==> config.mk <==
export PLATFORM = sky130hd
export DESIGN_NAME = lfsr16
export DESIGN_NICKNAME = d
export VERILOG_FILES = /design/src/rtl/aoi_check_pkg.sv /design/src/rtl/lfsr16.sv
export SDC_FILE = /design/constraint.sdc
export NUM_CORES = 1
export LEC_CHECK = 0
export CAP_MARGIN = 15
export CORE_MARGIN = 2
export CORE_UTILIZATION = 45
export CTS_BUF_LIST = sky130_fd_sc_hd__clkbuf_4 sky130_fd_sc_hd__clkbuf_8
export DETAILED_ROUTE_END_ITERATION = 10
export DONT_BUFFER_PORTS = 1
export PLACE_DENSITY = 0.6
export SLEW_MARGIN = 20
export SYNTH_ARGS = -nofsm -noshare
export SYNTH_HDL_FRONTEND = slang
export SYNTH_SLANG_ARGS = --single-unit
==> constraint.sdc <==
create_clock -name clk -period 1.5 [get_ports clk]
set_input_delay 0.45 -clock clk [delete_from_list [all_inputs] [get_ports clk]]
set_output_delay 0.45 -clock clk [all_outputs]
set_load 0.01 [all_outputs]
==> src/rtl/aoi_check_pkg.sv <==
// Shared types and helpers for the AOI sweep checker.
//   state_t      : checker FSM states
//   LFSR_TAPS    : Galois tap mask for x^16+x^14+x^13+x^11+1 (right-shifting form)
//   aoi_expect   : reference AOI function (a&b)|(c&d)
//   lfsr_step    : one Galois LFSR advance
//   abcd_to_dcba : reorders an {a,b,c,d} nibble into the {d,c,b,a} stimulus register layout
package aoi_check_pkg;

    typedef enum logic [1:0] {
        IDLE   = 2'd0,
        SWEEP  = 2'd1,
        RANDOM = 2'd2,
        DONE   = 2'd3
    } state_t;

    localparam logic [15:0] LFSR_TAPS = 16'hB400;

    function automatic logic aoi_expect(input logic a, input logic b,
                                        input logic c, input logic d);
        return (a & b) | (c & d);
    endfunction

    function automatic logic [15:0] lfsr_step(input logic [15:0] q);
        return q[0] ? ((q >> 1) ^ LFSR_TAPS) : (q >> 1);
    endfunction

    function automatic logic [3:0] abcd_to_dcba(input logic [3:0] n);
        return {n[0], n[1], n[2], n[3]};
    endfunction

endpackage

==> src/rtl/lfsr16.sv <==
// 16-bit Galois LFSR used for the pseudo-random stimulus phase.
//   clk     : clock
//   reset   : synchronous active-high reset, loads seed
//   load    : reload seed (start of a run)
//   seed    : value loaded on reset/load; must be nonzero
//   advance : step the LFSR once
//   q       : current LFSR state
module lfsr16
    import aoi_check_pkg::*;
(
    input  logic        clk,
    input  logic        reset,
    input  logic        load,
    input  logic [15:0] seed,
    input  logic        advance,
    output logic [15:0] q
);

    logic [15:0] q_q;
    logic [15:0] q_d;

    always_comb begin
        q_d = q_q;
        if (load) begin
            q_d = seed;
        end else if (advance) begin
            q_d = lfsr_step(q_q);
        end
    end

    always_ff @(posedge clk) begin
        if (reset) begin
            q_q <= seed;
        end else begin
            q_q <= q_d;
        end
    end

    assign q = q_q;

endmodule

==> impl_results.md, run 1 <==
* Outcome: completed
* # rows at 14
* H-tree levels at 1
* Hold Path Class: input pin to register
* Commonest non-fill, non-tap cell in the layout: edfxtp_1
* CTS hold repair buffers at 0
* Setup crit start kind: register
* Internal power at around 0.71 mW
* Die Footprint at a little over 2000 µm²
* Final Hold Vio Count at 0
* Cell count after synthesis at 38
* Slew @ Worst Pin at between 0.3 and 0.4 ns
* Clock Latency Late Sink at 0.27 ns
* Sequential Power Share at 66.3%
* Number of max-cap violations at 0
* Number of distinct library cells after synthesis at 7
* N_diodes at 0
* CP max FO at 5
* Main combinational cell family by area after synthesis: multiplexers
* M1 GR Usage at between 10% and 20%
* Total number of clock tree sinks at 16
* Final worst path period need at 1.26 ns
* Syn_nets at 58
* Final WS setup at 0.245 ns
* Total core area at about 1500 µm²
* Endpoint class of the critical path: register
* Vias in the first global route at roughly 400
* Via Count at 344
* LEAKAGE at 0.303 nW
* Hpwl dp at 835 µm
* YS warnings at 0
* Drc violations at 0
* Sequential share of the synthesized area at between 60% and 70%
* Area Overhead vs Synth at 5.57%
* Tcrit/Tclk final at 83.7%
* Gr usage total at 12.5%
* Pwr Total at 0.915 mW
* Num CTS Buffers at 3
* Met2 Use GR at 18.9%
* Die Wd at 45.2 µm
* Length of the first detailed-routing pass in iterations at 2
* IO Pins at 36
* Post-route ant nets at 0
* Post-synthesis compound-gate area fraction at 0%
* Final WL at 1140 µm
* Adder-Cell Fraction of Synth Area at 0%
* Net Sw Frac at between 20% and 30%
* Setup TNS at 0 ns
* Initial antenna violation count at 0
* Largest net degree at the start of global routing at 17
* CTS tree: done
* Routed vias/inst at 6.04
* CP Data Required Time at 1.53 ns
* Clock-pin transition on the worst setup and hold timing paths at roughly 0.08 ns
* Clk root buf: clkbuf_4
* Avg Cell Area, Syn at 20.1 µm²
* Combinational power share at 10.6%
* Syn Std Cell Area at 763 µm²
* Layout Nets at 63
* Simple-Gate Fraction of Synth Area at 2.46%
* Mux contribution to synthesized area at 28.5%
* First-pass GRT wire length at 1800 µm
* GRT busiest layer: met2
* Die Y at 45.2 µm
* Met3 Use GR at between 6 and 7%
* Iter 0 DRT Violations at 2
* Port Buf Inserts at 0
* Gpl congestion at 0.667
* F_max at 797 MHz
* Critical path class: register to register
* Max-slew headroom at 76.1%
* Post-CTS Setup Inserts at 0
* Initial Util at 49.5%
* RSZ-0062 raised after global routing: false
* Average wire per standard cell at between 15 and 20 µm
* Power per Cell Area at 1140 nW/µm²
* Skew final at 0.00351 ns
* P_sw at 0.206 mW
* Final max-slew violation count at 0
* Setup slack at placement at 0.0577 ns
* Commonest non-fill, non-tap cells in the layout: edfxtp_1, mux2_4, mux2_2
* FF+latch count, synth at 16
* Share of layout cells above drive strength 1 at a little over half
* Grt total ovfl at 0
* CTS Buffer Depth at 2
* Max reg flops at 16
* CTS resizes at 0
* Worst hold margin at 0.388 ns
* Maximum VDD drop at 0.000424 V
* Finish-stage setup viols at 0
* Clock Power Share at 23.1%
* Crit path DAT at around 1.3 ns
* Post-synthesis xor/xnor area fraction at 3.44%
area by class of cell:
class / instances / area [µm²]
Clock buffer: 3 / 22.5
Fill cell: 138 / 736
Multi-Input combinational cell: 21 / 263
Sequential cell: 16 / 480
Tap cell: 16 / 20.0
Timing Repair Buffer: 1 / 20.0
metal layers:
layer / part of all wire (%) / wire (µm)
met1: 37 / 418
met2: 53 / 600
met3: 10 / 116
met4: 0 / 0
met5: 0 / 0
kinds of logic after synthesis:
group,Yosys count
buffers and inverters,1
multiplexers,16
AND/OR/NAND/NOR,2
XOR/XNOR,3
flip-flops,16
worst paths after layout:
kind	startpoint	endpoint	cells past startpoint	slack [ns]
setup / recovery	q[0]	q[13]	2	0.24
hold / removal	seed[4]	q[4]	1	0.39
setup reg to reg	q[0]	q[13]	2	0.24
hold reg to reg	q[5]	q[4]	1	0.66
cells in the mapped netlist:
library cell,n,area (µm²)
edfxtp_1,16,480
mux2_4,10,150
mux2_2,6,67.6
xor2_1,3,26.3
buf_12,1,20.0
nor2_4,1,11.3
or3_2,1,7.51
stage by stage:
step / area (µm²) / instances / util, %
after detailed placement: 783 / 54 / 50.8
after global placement: 783 / 54 / 50.8
final: 806 / 57 / 52.3
after floorplan: 763 / 38 / -
after CTS: 806 / 57 / 52.3
after global routing: 806 / 57 / 52.3
critical path, cell delays in order, from the launching register on:
cell,delay (ns)
edfxtp_1,0.53
xor2_1,0.22
mux2_4,0.27
power groups by stage:
stage / combinational [mW] / clock [mW] / sequential (mW)
5_1_grt: 0.106 / 0.238 / 0.616
3_3_place_gp: 0.0939 / 0 / 0.618
2_1_floorplan: 0.0873 / 0 / 0.607
4_1_cts: 0.0989 / 0.226 / 0.609
3_5_place_dp: 0.0985 / 0 / 0.618
6_report: 0.0972 / 0.211 / 0.606
(Power assumes the default switching activity.)
==> run 2: changes to the inputs <==
PLACE_DENSITY = 0.62   (was 0.6)
clock period = 1 ns   (was 1.5 ns; I/O delays follow)
==> impl_results.md, run 2 (same netlist as run 1, synthesis figures left out) <==
* Max reg flops at 16
* Crit-path cells: buf_6
* First-pass GRT wire length at 2220 µm
* CP Data Required Time at 0.70 ns
* Die Wd at 45.2 µm
* CTS Buffer Depth at 2
* Clk root buf: clkbuf_4
* Total number of clock tree sinks at 16
* Length of the first detailed-routing pass in iterations at 4
* Final WL at roughly 1400 µm
* Buf+Inv Stages, Crit Path at 1
* Power per Cell Area at 1510 nW/µm²
* Gpl congestion at 0.658
* Final Hold Vio Count at 0
* Crit path max-delay family: flip-flops
* Violated checks: negative setup slack
* Skew final at about 0.0032 ns
* Worst hold margin at 0.228 ns
* Outcome: complete, but fails checks
* Tcrit/Tclk final at 127%
* Number of max-cap violations at 0
* IO Pins at 36
* F_max at about 790 MHz
* Crit path DAT at ~0.97 ns
* Iter 0 DRT Violations at 3
* Largest net degree at the start of global routing at 17
* Maximum VDD drop at between 0.0008 and 0.0009 V
* Setup crit start kind: register
* Initial Util at 49.5%
* Hpwl dp at 879 µm
* CP max FO at 5
* Number of instances in the placed design at 70
* Layout Nets at 88
* Post-placement cell area at 907 µm²
* Final worst path period need at 1.27 ns
* Commonest non-fill, non-tap cell in the layout: buf_6
* Final WS setup at -0.274 ns
* Finished Cell Area at between 1000 and 1500 µm²
* Post-route ant nets at 0
* Via Count at 435
* Setup slack at placement at -0.198 ns
* Slew @ Worst Pin at 0.260 ns
* Max-slew headroom at 82.7%
* Average wire per standard cell at 16.8 µm
* RSZ-0062 raised after global routing: true
* N_diodes at 0
* H-tree levels at 1
* Critical path class: register to output port
* Vias in the first global route at between 400 and 500
* Clock-pin transition on the worst setup and hold timing paths at around 0.1 ns
* # rows at 14
* Commonest non-fill, non-tap cells in the layout: buf_6, edfxtp_1, mux2_4
* Slowest stage cell, crit path: edfxtp_1
* LEAKAGE at 0.455 nW
* Final max-slew violation count at 0
* Port Buf Inserts at 0
* Num CTS Buffers at 3
* Hold Path Class: input pin to register
* Die Footprint at roughly 2000 µm²
* Gr usage total at 15.5%
* Total core area at between 1500 and 2000 µm²
* Area Overhead vs Synth at 40.5%
* Fillers at 99
* Grt total ovfl at 0
* Fin cells at 83
* Die Y at about 45 µm
* CTS hold repair buffers at 0
* Share of layout cells above drive strength 1 at 70.1%
* Finish-stage setup viols at 29
* Endpoint class of the critical path: output port
* CP peak stage delay at 0.52 ns
* Clock Latency Late Sink at 0.28 ns
* Initial antenna violation count at 0
* Routed vias/inst at 5.24
* Drc violations at 0
* CTS tree: done
run 2: final cells by class:
type	instances	area, µm²	share of cell area (%)
repair buffers	26	272	25.3
multi-input cells	21	274	25.6
clock inverters	1	3.75	0.350
clock buffers	3	22.5	2.10
well taps	16	20.0	1.87
flip-flops and latches	16	480	44.8
run 2: what timing repair did:
| item | 4_1_cts | 5_1_grt |
|---|---|---|
| setup buffers | 9 | 0 |
| endpoints found under the hold margin | 0 | 0 |
| cloned | 0 | 0 |
| resized for setup | 15 | 4 |
| endpoints found under the setup margin | 20 | 29 |
| pin swaps | 2 | 2 |
run 2: metrics by stage:
step / TNS (ns) / total power, mW / util [%]
global route: -4.67 / 1.69 / 69.6
finish: -3.62 / 1.62 / 69.6
detailed placement: -3.93 / 1.17 / 58.8
floorplan: -3.29 / 1.04 / -
global placement: -3.54 / 1.16 / 58.8
CTS: -3.61 / 1.61 / 68.6
run 2: path summary, 6_finish.rpt:
check                             start     to  slack, ns  depth (start not counted)
worst min register to register     q[4]   q[3]       0.61                          1
worst max-delay path               q[0]   q[0]      -0.27                          1
worst min-delay path            seed[5]   q[5]       0.23                          1
worst max register to register     q[0]  q[13]      -0.23                          2
run 2: where the power goes:
| group | switching [mW] | internal [mW] |
|---|---|---|
| combinational | 0.120 | 0.265 |
| sequential | 0.0572 | 0.824 |
| clock | 0.206 | 0.145 |
run 2: layer usage:
layer | global-route usage, % | vias to the layer above | wire (µm)
met5 | 0 | - | 0
met4 | 5.29 | 0 | 0
met3 | 4.80 | 0 | 109
met2 | 26.0 | 22 | 716
met1 | 18.9 | 208 | 571
li1 | - | 205 | -
